File: config.mk
export PLATFORM = sky130hd
export DESIGN_NAME = load_store_unit
export DESIGN_NICKNAME = d
export VERILOG_FILES = /design/src/rtl/load_store_unit.sv
export SDC_FILE = /design/constraint.sdc
export NUM_CORES = 1
export LEC_CHECK = 0
export CAP_MARGIN = 20
export CORE_MARGIN = 2
export CORE_UTILIZATION = 47
export CTS_CLUSTER_DIAMETER = 100
export DETAILED_ROUTE_END_ITERATION = 8
export PLACE_DENSITY_LB_ADDON = 0.25
export SLEW_MARGIN = 40
export SYNTH_ARGS = -nofsm -noshare
export SYNTH_HDL_FRONTEND = slang
export SYNTH_SLANG_ARGS = --single-unit
export TNS_END_PERCENT = 5
File: constraint.sdc
create_clock -name clk -period 5.3 [get_ports clk]
set_input_delay 0.53 -clock clk [delete_from_list [all_inputs] [get_ports clk]]
set_output_delay 0.53 -clock clk [all_outputs]
set_load 0.02 [all_outputs]
File: src/rtl/load_store_unit.sv
// load_store_unit: one-at-a-time load/store sequencer between execute and data memory.
// Latches an operation on the execute handshake, checks funct3 legality and alignment,
// drives a word-aligned memory request with byte enables and lane-replicated store data,
// and returns right-aligned load data plus the extension select code.
module load_store_unit (
    input  logic        clk,
    input  logic        rst,
    // execute side
    input  logic        req_valid,
    output logic        req_ready,
    input  logic        req_is_store,
    input  logic [2:0]  req_funct3,
    input  logic [31:0] req_addr,
    input  logic [31:0] req_wdata,
    input  logic [4:0]  req_rd,
    // memory request port
    output logic        mem_req_valid,
    input  logic        mem_req_ready,
    output logic [31:0] mem_addr,
    output logic [3:0]  mem_we,
    output logic [31:0] mem_wdata,
    // memory response port
    input  logic        mem_resp_valid,
    input  logic [31:0] mem_rdata,
    // completion
    output logic        resp_valid,
    output logic        resp_rf_we,
    output logic [4:0]  resp_rd,
    output logic [31:0] resp_data,
    output logic [2:0]  resp_ldx_sel,
    // exception
    output logic        exc_valid,
    output logic [31:0] exc_addr
);

    typedef enum logic [1:0] {
        S_IDLE = 2'd0,
        S_REQ  = 2'd1,
        S_WAIT = 2'd2
    } state_t;

    // extension select codes for the downstream load-extension unit
    localparam logic [2:0] LDX_LW  = 3'b000;
    localparam logic [2:0] LDX_LHU = 3'b001;
    localparam logic [2:0] LDX_LH  = 3'b010;
    localparam logic [2:0] LDX_LBU = 3'b011;
    localparam logic [2:0] LDX_LB  = 3'b100;

    state_t      r_state;

    // latched operation context
    logic        r_is_store;
    logic [4:0]  r_rd;
    logic [1:0]  r_offset;
    logic [2:0]  r_ldx_sel;

    // registered outputs
    logic        r_mem_req_valid;
    logic [31:0] r_mem_addr;
    logic [3:0]  r_mem_we;
    logic [31:0] r_mem_wdata;
    logic        r_resp_valid;
    logic        r_resp_rf_we;
    logic [4:0]  r_resp_rd;
    logic [31:0] r_resp_data;
    logic [2:0]  r_resp_ldx_sel;
    logic        r_exc_valid;
    logic [31:0] r_exc_addr;

    // decode results for the operation currently presented by execute
    logic        w_accept;
    logic        w_legal;
    logic        w_is_word;
    logic        w_is_half;
    logic        w_misaligned;
    logic        w_fault;
    logic [2:0]  w_ldx_sel;
    logic [3:0]  w_be;
    logic [31:0] w_wdata_rep;
    logic [31:0] w_load_aligned;

    assign req_ready = (r_state == S_IDLE);
    assign w_accept  = req_valid && req_ready;

    // funct3 decode: legality, access size and load extension code
    always_comb begin
        w_legal   = 1'b0;
        w_is_word = 1'b0;
        w_is_half = 1'b0;
        w_ldx_sel = LDX_LW;
        if (req_is_store) begin
            case (req_funct3)
                3'b000: w_legal = 1'b1;
                3'b001: begin
                    w_legal   = 1'b1;
                    w_is_half = 1'b1;
                end
                3'b010: begin
                    w_legal   = 1'b1;
                    w_is_word = 1'b1;
                end
                default: w_legal = 1'b0;
            endcase
        end else begin
            case (req_funct3)
                3'b000: begin
                    w_legal   = 1'b1;
                    w_ldx_sel = LDX_LB;
                end
                3'b001: begin
                    w_legal   = 1'b1;
                    w_is_half = 1'b1;
                    w_ldx_sel = LDX_LH;
                end
                3'b010: begin
                    w_legal   = 1'b1;
                    w_is_word = 1'b1;
                    w_ldx_sel = LDX_LW;
                end
                3'b100: begin
                    w_legal   = 1'b1;
                    w_ldx_sel = LDX_LBU;
                end
                3'b101: begin
                    w_legal   = 1'b1;
                    w_is_half = 1'b1;
                    w_ldx_sel = LDX_LHU;
                end
                default: w_legal = 1'b0;
            endcase
        end
    end

    assign w_misaligned = (w_is_word && (req_addr[1:0] != 2'b00)) ||
                          (w_is_half && req_addr[0]);
    assign w_fault      = !w_legal || w_misaligned;

    // per-lane byte enable and store data; a half store only reaches here with addr[0] = 0,
    // so addr[1] alone selects its lane pair
    genvar gi;
    generate
        for (gi = 0; gi < 4; gi++) begin : g_lane
            localparam logic [1:0] LANE = 2'(gi);

            assign w_be[gi] = req_is_store &&
                              (w_is_word ||
                               (w_is_half ? (req_addr[1] == LANE[1])
                                          : (req_addr[1:0] == LANE)));

            assign w_wdata_rep[8*gi +: 8] =
                !req_is_store ? 8'h00 :
                w_is_word     ? req_wdata[8*gi +: 8] :
                w_is_half     ? (LANE[0] ? req_wdata[15:8] : req_wdata[7:0]) :
                                req_wdata[7:0];
        end
    endgenerate

    // right-align the returned word by the latched byte offset
    assign w_load_aligned = mem_rdata >> {r_offset, 3'b000};

    // sequencer FSM with registered outputs; completion and exception flags are one-cycle pulses
    always_ff @(posedge clk) begin
        if (rst) begin
            r_state         <= S_IDLE;
            r_is_store      <= 1'b0;
            r_rd            <= 5'd0;
            r_offset        <= 2'b00;
            r_ldx_sel       <= 3'b000;
            r_mem_req_valid <= 1'b0;
            r_mem_addr      <= 32'd0;
            r_mem_we        <= 4'b0000;
            r_mem_wdata     <= 32'd0;
            r_resp_valid    <= 1'b0;
            r_resp_rf_we    <= 1'b0;
            r_resp_rd       <= 5'd0;
            r_resp_data     <= 32'd0;
            r_resp_ldx_sel  <= 3'b000;
            r_exc_valid     <= 1'b0;
            r_exc_addr      <= 32'd0;
        end else begin
            r_resp_valid <= 1'b0;
            r_resp_rf_we <= 1'b0;
            r_exc_valid  <= 1'b0;
            case (r_state)
                S_IDLE: begin
                    if (w_accept) begin
                        if (w_fault) begin
                            r_exc_valid <= 1'b1;
                            r_exc_addr  <= req_addr;
                        end else begin
                            r_state         <= S_REQ;
                            r_is_store      <= req_is_store;
                            r_rd            <= req_rd;
                            r_offset        <= req_addr[1:0];
                            r_ldx_sel       <= w_ldx_sel;
                            r_mem_req_valid <= 1'b1;
                            r_mem_addr      <= {req_addr[31:2], 2'b00};
                            r_mem_we        <= w_be;
                            r_mem_wdata     <= w_wdata_rep;
                        end
                    end
                end
                S_REQ: begin
                    if (mem_req_ready) begin
                        r_mem_req_valid <= 1'b0;
                        if (r_is_store) begin
                            r_state        <= S_IDLE;
                            r_resp_valid   <= 1'b1;
                            r_resp_rd      <= 5'd0;
                            r_resp_data    <= 32'd0;
                            r_resp_ldx_sel <= 3'b000;
                        end else begin
                            r_state <= S_WAIT;
                        end
                    end
                end
                S_WAIT: begin
                    if (mem_resp_valid) begin
                        r_state        <= S_IDLE;
                        r_resp_valid   <= 1'b1;
                        r_resp_rf_we   <= 1'b1;
                        r_resp_rd      <= r_rd;
                        r_resp_data    <= w_load_aligned;
                        r_resp_ldx_sel <= r_ldx_sel;
                    end
                end
                default: r_state <= S_IDLE;
            endcase
        end
    end

    assign mem_req_valid = r_mem_req_valid;
    assign mem_addr      = r_mem_addr;
    assign mem_we        = r_mem_we;
    assign mem_wdata     = r_mem_wdata;
    assign resp_valid    = r_resp_valid;
    assign resp_rf_we    = r_resp_rf_we;
    assign resp_rd       = r_resp_rd;
    assign resp_data     = r_resp_data;
    assign resp_ldx_sel  = r_resp_ldx_sel;
    assign exc_valid     = r_exc_valid;
    assign exc_addr      = r_exc_addr;

endmodule

==> results of run 1 <==
## worst reg2reg max path, cell delays in order (launching register included)
cell and delay, ns:
dfxtp_1 0.32, inv_1 0.10, ha_1 0.47, nor2b_1 0.53
nor2b_1 0.55, nand3_1 0.15, a21oi_1 0.16
## per-layer routing
layer  vias up  track usage, %
met2       228           39.95
met4         0           8.503
met5         -               0
met3        23           9.245
met1      2795           34.09
li1       3008               -
## layout by cell type (no fill, tap or decap), types with 2 or more instances in the layout
cell type | Yosys | final
a21oi_1 | 118 | 118
a221o_1 | 9 | 9
a22o_1 | 2 | 2
a22oi_1 | 16 | 16
a32o_1 | 16 | 16
buf_4 | 2 | 12
clkbuf_16 | 0 | 17
clkbuf_8 | 0 | 3
clkdlybuf4s50_1 | 0 | 251
clkinv_2 | 0 | 5
clkinvlp_4 | 0 | 5
conb_1 | 1 | 2
dfxtp_1 | 155 | 155
ha_1 | 3 | 3
inv_1 | 3 | 3
mux2_2 | 8 | 8
mux2i_1 | 17 | 17
mux4_2 | 8 | 8
nand2_1 | 181 | 181
nand2b_1 | 18 | 18
nand3_1 | 35 | 35
nand3b_1 | 8 | 8
nor2_1 | 22 | 22
nor2b_1 | 8 | 8
o21ai_0 | 4 | 4
o2bb2ai_1 | 18 | 18
or3_1 | 3 | 3
## cell type report
| cell class | instances | area [sq um] |
|---|---|---|
| clock inverter | 11 | 71.32 |
| multi-input combinational | 515 | 3022 |
| clock buffer | 21 | 470.5 |
| inverter | 3 | 11.26 |
| tap | 176 | 220.2 |
| timing repair buffer | 265 | 2638 |
| sequential | 155 | 3103 |
| fill | 1054 | 3707 |
## how the worst min path moves through the flow
| stage | to | cells after the start |
|---|---|---|
| 2_1_floorplan | r_ldx_sel[2] | 2 |
| 3_3_place_gp | resp_data[27] | 2 |
| 3_5_place_dp | mem_wdata[5] | 2 |
| 4_1_cts | mem_wdata[5] | 2 |
| 5_1_grt | resp_rd[4] | 2 |
| 6_report | mem_wdata[5] | 2 |
## synth_stat cells (all sizes together), types with 2 or more instances
| cell type | count | area share (%) |
|---|---|---|
| dfxtp | 155 | 49 |
| a21oi | 119 | 9.4 |
| nor3 | 2 | 0.16 |
| nand3 | 35 | 2.8 |
| nand2 | 181 | 11 |
| ha | 3 | 0.59 |
| nor2b | 8 | 0.79 |
| or3 | 3 | 0.30 |
| a22oi | 16 | 1.9 |
| a22o | 2 | 0.28 |
| buf | 15 | 1.4 |
| a221o | 9 | 1.4 |
| mux2 | 8 | 1.4 |
| nor2 | 22 | 1.3 |
| o2bb2ai | 18 | 2.5 |
| mux4 | 8 | 2.8 |
| inv | 3 | 0.18 |
| a32o | 16 | 2.5 |
| clkbuf | 48 | 2.8 |
| nand2b | 18 | 1.8 |
| mux2i | 17 | 2.7 |
| nand3b | 9 | 1.1 |
| nor3b | 2 | 0.41 |
| o21ai | 4 | 0.31 |
## flip-flops by register name, indices dropped and copies added, names as in the netlist, 2 cells and up
name	cells
exc_addr	32
mem_addr	30
r_rd	5
r_state	2
resp_ldx_sel	3
r_ldx_sel	3
resp_rd	5
r_offset	2
mem_we	4
mem_wdata	32
resp_data	32
## power breakdown
part | internal [mW] | switching (mW) | total, mW
Clock | 0.631 | 0.469 | 1.10
Sequential | 1.21 | 0.0198 | 1.23
Combinational | 0.206 | 0.225 | 0.431
Total | 2.04 | 0.713 | 2.76
## logic make-up (layout without fill, tap and decap cells)
kind of cell | after synthesis | count (layout) | share of synthesized area [%]
other | 1 | 2 | 0.05894
muxes | 33 | 33 | 6.922
and+or+nand+nor | 286 | 286 | 20.04
DFF | 155 | 155 | 48.77
adders and majority gates | 3 | 3 | 0.5900
xor gates and xnor gates | 1 | 1 | 0.1377
buffers and inverters | 66 | 300 | 4.385
AOI/OAI and AO/OA | 190 | 190 | 19.10
==> flow_summary.yaml, run 1 <==
routing:
  firstDrtPassIters: 5
  vias: 6054
  wl_met3_um: 1712
  finalWirelength_um: 18950
  drc: 0
  wl_per_cell_um: 16.53
  ant_nets: 0
  top_layer_used: "met4"
  viasPerCell: 5.283
  dr_wl_met2_um: 8709
  met1_length_um: 8157
  drtIter0Drc: 477
synthesis:
  yosysWarnings: 0
  yosysSeqAreaShare_pct: 48.77
  async_flop_share_pct: 0
  synth_cell_types: 44
  synthCells: 735
  synth_edf_count: 0
  synth_flop_cell: "dfxtp_1"
  netlist_area_sq_um: 6362
  ys_ff_latch: 155
  syn_area_per_cell_sq_um: 8.656
finish:
  post-route-util_pct: 72.00
  area_delta_synth_final_pct: 49.87
  n_antenna_cell: 0
  fin_cells: 1146
  final_layout_size_suffix_gt1_share_pct: 7.423
  post-route-cell-area_sq_um: 9535
  fin_nets: 1070
setup_path:
  crit_chain: "clkdlybuf4s50_1, or4_4, a21o_4, nor3b_4, a32o_1"
  reg2reg_to: "resp_data[24]"
  slowest_delay_ns: 0.72
  start_kind: "input port"
  ff2ff_path_depth: 6
  cp_max_fo: 51
  arrival_ns: 3.31
  endpoint: "mem_wdata[14]"
  critical-path-top-delay-family: "simple AND/OR/NAND/NOR gates"
  crit_type: "input port to flop"
  cp.required_ns: 5.65
  r2r-start: "r_state[0]"
  crit_start: "req_funct3[2]"
  critPathSlowestCell: "clkdlybuf4s50_1"
  path_buf_inv: 1
  cp-end-kind: "flop"
  path_depth: 5
  regToRegSetupSlack_ns: 2.95
timing:
  rsz0062_at_grt: "false"
  finalSetupTns_ns: 0
  tightest_slew_ns: 0.7359
  timing.fmax_ghz: 0.3381
  fin_crit_ns: 2.958
  fin_ws_ns: 2.342
  slew_viol_final: 0
  hold_violations: 0
  finalSetupViolations: 0
  holdWs_ns: 0.4479
  fin_crit_sh_pct: 55.80
  fin_skew_ns: 0.006144
  slew_headroom_pct: 50.89
floorplanning:
  pin_count: 255
  fp-row-count: 42
  die_w_um: 120.4
  core_area_sq_um: 13240
  initial_core_util_pct: 48.04
  die_y_um: 120.4
  die-area_sq_um: 14480
clock_network:
  cts_sinks: 155
  ctsResizeCount: 0
  htree_levels: 4
  cts_hold_buf: 0
  clk_path_buf_depth: 2
  post_cts_buffers: 0
  cts_root_buf: "clkbuf_16"
  clk_pin_slew_worst_paths_ns: 0.06
  cts_tree: "built"
  cts_buffers: 17
  clkLatencyLatePin_ns: 0.41
power:
  ir_drop_mv: 0.2336
  leakagePower_nw: 3.248
  power_mw: 2.757
  pwr_density_cell_nw_per_um2: 289.1
job:
  cap_viol_max_count: 0
placed_design:
  post-place-ws_ns: 1.968
  hpwl_um: 13350
  placed_cells: 1112
  place_congestion: 0.8388
  placed_area_sq_um: 8959
  io_buffers: 252
grt:
  grt_pass1_vias: 5716
  grt-ovfl-total: 0
  antenna_found_initial: 0
  grt_pass1_wl_um: 29840
  grt_max_degree: 78
  grt_util_all_layers_pct: 25.96
status:
  outcome: "completed"
worst_hold_path:
  hold_path.class: "flop to flop"
  min_from: "mem_wdata[5]"
Note: power is estimated with default switching activity, not from simulation.
==> inputs of run 2 (changes only) <==
--- a/config.mk
+++ b/config.mk
@@ -7,7 +7,7 @@
 export LEC_CHECK = 0
 export CAP_MARGIN = 20
 export CORE_MARGIN = 2
-export CORE_UTILIZATION = 47
+export CORE_UTILIZATION = 39
 export CTS_CLUSTER_DIAMETER = 100
 export DETAILED_ROUTE_END_ITERATION = 8
 export PLACE_DENSITY_LB_ADDON = 0.25
==> constraint.sdc (replaced) <==
create_clock -name clk -period 2.7 [get_ports clk]
set_input_delay 0.27 -clock clk [delete_from_list [all_inputs] [get_ports clk]]
set_output_delay 0.27 -clock clk [all_outputs]
set_load 0.02 [all_outputs]
==> run 2 against run 1 <==
  * Total power up 110%
  * Register-to-register slack got worse by 2.4 ns
  * Non-clock buffer count increased by 13
  * Sequential share of layout area decreased by 0.65 points
  * Core utilization down 11 points
  * Die area increased by 20%
  * Global-route usage is 3.2 points lower
  * Worst hold slack got worse by 0.15 ns
  * Largest power group unchanged
==> flow_summary.yaml, run 2 (same netlist as run 1, synthesis figures left out) <==
setup_path:
  start_kind: "flop"
  path_buf_inv: 2
  crit_type: "flop to flop"
  critPathSlowestCell: "nor2b_1"
  cp-end-kind: "flop"
  critical-path-top-delay-family: "simple AND/OR/NAND/NOR gates"
  r2r-start: "r_state[0]"
  cp.required_ns: 3.04
  crit_chain: "inv_1, ha_1, nor2b_1, buf_4, nor2b_1, nand3_1, a21oi_1"
  crit_start: "r_state[0]"
  arrival_ns: 2.45
  cp_max_fo: 13
  slowest_delay_ns: 0.49
  crit_path_frequent_cell: "nor2b_1"
clock_network:
  clk_path_buf_depth: 2
  cts_tree: "built"
  cts_sinks: 155
  ctsResizeCount: 0
  cts_hold_buf: 0
  cts_root_buf: "clkbuf_16"
  htree_levels: 4
  clk_pin_slew_worst_paths_ns: 0.06
  clkLatencyLatePin_ns: 0.41
  post_cts_buffers: 0
  cts_buffers: 17
floorplanning:
  die_w_um: 131.7
  core_area_sq_um: 15940
  die-area_sq_um: 17350
  initial_core_util_pct: 39.91
  fp-row-count: 46
  die_y_um: 131.7
  pin_count: 255
finish:
  n_antenna_cell: 0
  area_delta_synth_final_pct: 52.94
  multiInputGateArea_sq_um: 3009
  post-route-util_pct: 61.03
  final_cell_mix: "clkdlybuf4s50_1 (251), nand2_1 (181), dfxtp_1 (155), a21oi_1 (118), nand3_1 (35)"
  nFillCells: 1455
  final_common_cell: "clkdlybuf4s50_1"
  final_layout_size_suffix_gt1_share_pct: 8.461
  seq_area_sq_um: 3103
  fin_nets: 1083
timing:
  fin_skew_ns: 0.005971
  timing.fmax_ghz: 0.4739
  tightest_slew_ns: 0.6193
  fin_crit_sh_pct: 78.16
  finalSetupTns_ns: 0
  fin_crit_ns: 2.110
  hold_violations: 0
  slew_headroom_pct: 58.63
  slew_viol_final: 0
  rsz0062_at_grt: "false"
  finalSetupViolations: 0
grt:
  grt-ovfl-total: 0
  grt_pass1_vias: 5981
  grt_pass1_wl_um: 31900
  grt_util_all_layers_pct: 22.71
  grt_max_degree: 53
  antenna_found_initial: 0
routing:
  drtIter0Drc: 340
  viasPerCell: 5.113
  vias: 6120
  wl_per_cell_um: 16.17
  drc: 0
  ant_nets: 0
  finalWirelength_um: 19350
  firstDrtPassIters: 4
job:
  cap_viol_max_count: 0
power:
  leakagePower_nw: 3.349
  ir_drop_mv: 0.4559
  pwr_density_cell_nw_per_um2: 582.1
status:
  outcome: "completed"
placed_design:
  io_buffers: 252
  hpwl_um: 13720
  place_congestion: 0.8323
worst_hold_path:
  min_from: "rst"
  hold_path.class: "input port to flop"
## run 2: metrics by stage
step | instance area, sq um | cells | power [mW] | hold WS [ns] | worst slack (ns)
2_1_floorplan | 6366 | 736 | 2.869 | 0.4035 | 0.7329
3_5_place_dp | 9134 | 1167 | 3.313 | 0.4437 | 0.3781
5_1_grt | 9731 | 1197 | 5.900 | 0.3122 | 0.3336
6_report | 9731 | 1197 | 5.665 | 0.2950 | 0.5898
4_1_cts | 9731 | 1197 | 5.727 | 0.2761 | 0.5446
3_3_place_gp | 9134 | 1167 | 3.305 | 0.4382 | 0.4082
## run 2: layer usage
metal,GRT usage (%),routed length (um),vias to the layer above
met1,28.64,8474,2869
met4,8.514,465,0
met5,0,0,-
met2,36.13,8948,189
met3,7.677,1462,30
li1,-,-,3032
## run 2: power by group
part / total (mW) / internal, mW / leakage, nW / switching (mW)
Clock: 2.41 / 1.50 / 0.290 / 0.909
Sequential: 2.41 / 2.37 / 1.26 / 0.0386
Combinational: 0.853 / 0.417 / 1.80 / 0.437
Total: 5.66 / 4.28 / 3.35 / 1.38
## run 2: worst paths after layout
kind / end / slack, ns / depth (start not counted)
max reg2reg: resp_data[24] / 0.59 / 7
min: resp_data[14] / 0.29 / 2
max: resp_data[24] / 0.59 / 7
min reg2reg: resp_data[27] / 0.45 / 2
## run 2: final cells by class
| class | count | share of cell area, % |
|---|---|---|
| timing repair buffer | 278 | 28.16 |
| tap | 216 | 2.777 |
| inverter | 3 | 0.1157 |
| clock inverter | 6 | 0.8744 |
| sequential | 155 | 31.89 |
| multi-input combinational | 515 | 30.92 |
| clock buffer | 24 | 5.259 |
==> inputs of run 3 (changes only) <==
--- a/config.mk
+++ b/config.mk
@@ -7,7 +7,7 @@
 export LEC_CHECK = 0
 export CAP_MARGIN = 20
 export CORE_MARGIN = 2
-export CORE_UTILIZATION = 39
+export CORE_UTILIZATION = 43
 export CTS_CLUSTER_DIAMETER = 100
 export DETAILED_ROUTE_END_ITERATION = 8
 export PLACE_DENSITY_LB_ADDON = 0.25
==> constraint.sdc (replaced) <==
create_clock -name clk -period 2 [get_ports clk]
set_input_delay 0.2 -clock clk [delete_from_list [all_inputs] [get_ports clk]]
set_output_delay 0.2 -clock clk [all_outputs]
set_load 0.02 [all_outputs]
==> run 3 against run 2 <==
  * Global-route usage rose by 1.2 points
  * Clock-buffer cell count fell by 3
  * Wire length fell by 0.89%
  * Clock skew rose by 0.0019 ns
  * Critical endpoint is now r_state[1]
  * Largest cell class unchanged
  * Via count rose by 0.57%
  * Sequential share of layout area fell by 0.43 points
  * Total power rose by 31%
  * Register-to-register slack got worse by 0.47 ns
==> flow_summary.yaml, run 3 (same netlist as run 1, synthesis figures left out) <==
setup_path:
  cp.required_ns: 2.34
  endpoint: "r_state[1]"
  critPathSlowestCell: "or4b_1"
  start_kind: "flop"
  crit_start: "r_state[1]"
  reg2reg_to: "r_state[1]"
  path_depth: 6
  crit_chain: "inv_1, ha_1, nor2b_1, or2_2, or4b_1, a21oi_1"
  ff2ff_path_depth: 6
  r2r-start: "r_state[1]"
  cp-end-kind: "flop"
  crit_type: "flop to flop"
  cp_max_fo: 5
  path_buf_inv: 1
  critical-path-top-delay-family: "simple AND/OR/NAND/NOR gates"
  slowest_delay_ns: 0.47
  regToRegSetupSlack_ns: 0.12
  arrival_ns: 2.23
clock_network:
  htree_levels: 4
  clk_path_buf_depth: 2
  cts_sinks: 155
  post_cts_buffers: 0
  clk_pin_slew_worst_paths_ns: 0.06
  cts_buffers: 17
  clkLatencyLatePin_ns: 0.42
  cts_tree: "built"
  cts_root_buf: "clkbuf_16"
timing:
  slew_headroom_pct: 53.63
  finalSetupTns_ns: 0
  rsz0062_at_grt: "false"
  fin_skew_ns: 0.007848
  hold_violations: 0
  finalSetupViolations: 0
  slew_viol_final: 0
  timing.fmax_ghz: 0.5311
  tightest_slew_ns: 0.6942
  fin_crit_ns: 1.883
  fin_crit_sh_pct: 94.14
finish:
  nFillCells: 1216
  final_layout_size_suffix_gt1_share_pct: 9.910
  area_delta_synth_final_pct: 55.02
  fin_nets: 1099
  final_common_cell: "clkdlybuf4s50_1"
  multiInputGateArea_sq_um: 3009
  n_antenna_cell: 0
  final_cell_mix: "clkdlybuf4s50_1 (250), nand2_1 (181), dfxtp_1 (155), a21oi_1 (118), nand3_1 (35)"
  seq_area_sq_um: 3103
  post-route-cell-area_sq_um: 9863
floorplanning:
  die_w_um: 125.6
  initial_core_util_pct: 43.94
  die_y_um: 125.6
  fp-row-count: 44
  die-area_sq_um: 15790
  core_area_sq_um: 14480
  pin_count: 255
power:
  ir_drop_mv: 0.6031
  power.switching_mw: 1.903
  pwr-share-comb_pct: 16.3
  p_int_mw: 5.540
  power_mw: 7.443
  leakagePower_nw: 3.421
  pwr_density_cell_nw_per_um2: 754.7
  p_seq_share_pct: 43.6
  power.share.clock_pct: 40.1
  switching_share_pct: 25.57
routing:
  drc: 0
  vias: 6155
  viasPerCell: 5.203
  ant_nets: 0
  drtIter0Drc: 428
  finalWirelength_um: 19180
  firstDrtPassIters: 4
  wl_per_cell_um: 16.21
placed_design:
  io_buffers: 252
  place_congestion: 0.8414
  hpwl_um: 13640
  placed_area_sq_um: 9314
job:
  cap_viol_max_count: 0
grt:
  grt_max_degree: 67
  grt_pass1_vias: 6000
  grt_util_all_layers_pct: 23.88
  antenna_found_initial: 0
  grt_pass1_wl_um: 30760
  grt-ovfl-total: 0
status:
  outcome: "completed"
worst_hold_path:
  hold_path.class: "input port to flop"
[run 3: cell types whose count changed in the layout (fill, tap and decap cells not counted), sizes merged]
cell	previous run	this run
clkinvlp	2	5
clkdlybuf4s50	251	250
clkbuf	24	21
inv	3	4
dlymetal6s2s	0	1
buf	27	43
bufinv	2	1
clkinv	2	4
[run 3: routing by layer]
layer  vias up  routed length [um]  global-route usage [%]
met5         -                   0                       0
met4         0                 303                   6.797
met3        19                1352                   7.816
met2       179                9071                   38.66
met1      2895                8451                   30.68
li1       3062                   -                       -
[run 3: power groups by stage]
stage | registers [mW] | logic (mW) | clock network (mW)
after floorplan | 3.43 | 0.444 | 0
after global placement | 3.31 | 1.20 | 0
after detailed placement | 3.32 | 1.21 | 0
after CTS | 3.25 | 1.22 | 3.04
after global routing | 3.26 | 1.30 | 3.18
final | 3.25 | 1.21 | 2.99
[run 3: worst register-to-register path, stage by stage (launching register included)]
cell and delay [ns]:
dfxtp_1 0.35, inv_1 0.07, ha_1 0.24, nor2b_1 0.19, or2_2 0.34, or4b_1 0.47
a21oi_1 0.14
[run 3: what timing repair did]
action	in CTS	in global routing
gates resized for setup	0	1
setup endpoints to repair	0	1
hold buffers	0	0
[run 3: worst min-delay path by stage]
stage	start	depth (start not counted)	slack, ns	end
2_1_floorplan	mem_resp_valid	2	0.33	resp_rf_we
3_3_place_gp	mem_wdata[2]	2	0.44	mem_wdata[2]
3_5_place_dp	resp_data[31]	2	0.44	resp_data[31]
4_1_cts	rst	2	0.15	r_state[1]
5_1_grt	rst	2	0.16	exc_addr[25]
6_report	rst	2	0.16	exc_addr[22]
[run 3: per-stage QoR]
stage          util [%]  setup WS, ns  cells  hold WS [ns]
6_report          68.12        0.1172   1183        0.1596
5_1_grt           68.12       0.02595   1183        0.1608
4_1_cts           68.10       0.04240   1183        0.1489
3_5_place_dp      64.33       -0.1841   1151        0.4437
3_3_place_gp      64.33       -0.1323   1151        0.4386
2_1_floorplan         -       0.03289    736        0.3335
[run 3: final cells by class]
cell class	instances	area share [%]
clock buffer	21	4.567
tap	184	2.334
timing repair buffer	294	30.04
sequential	155	31.46
multi-input combinational	515	30.51
clock inverter	11	0.9768
inverter	3	0.1142
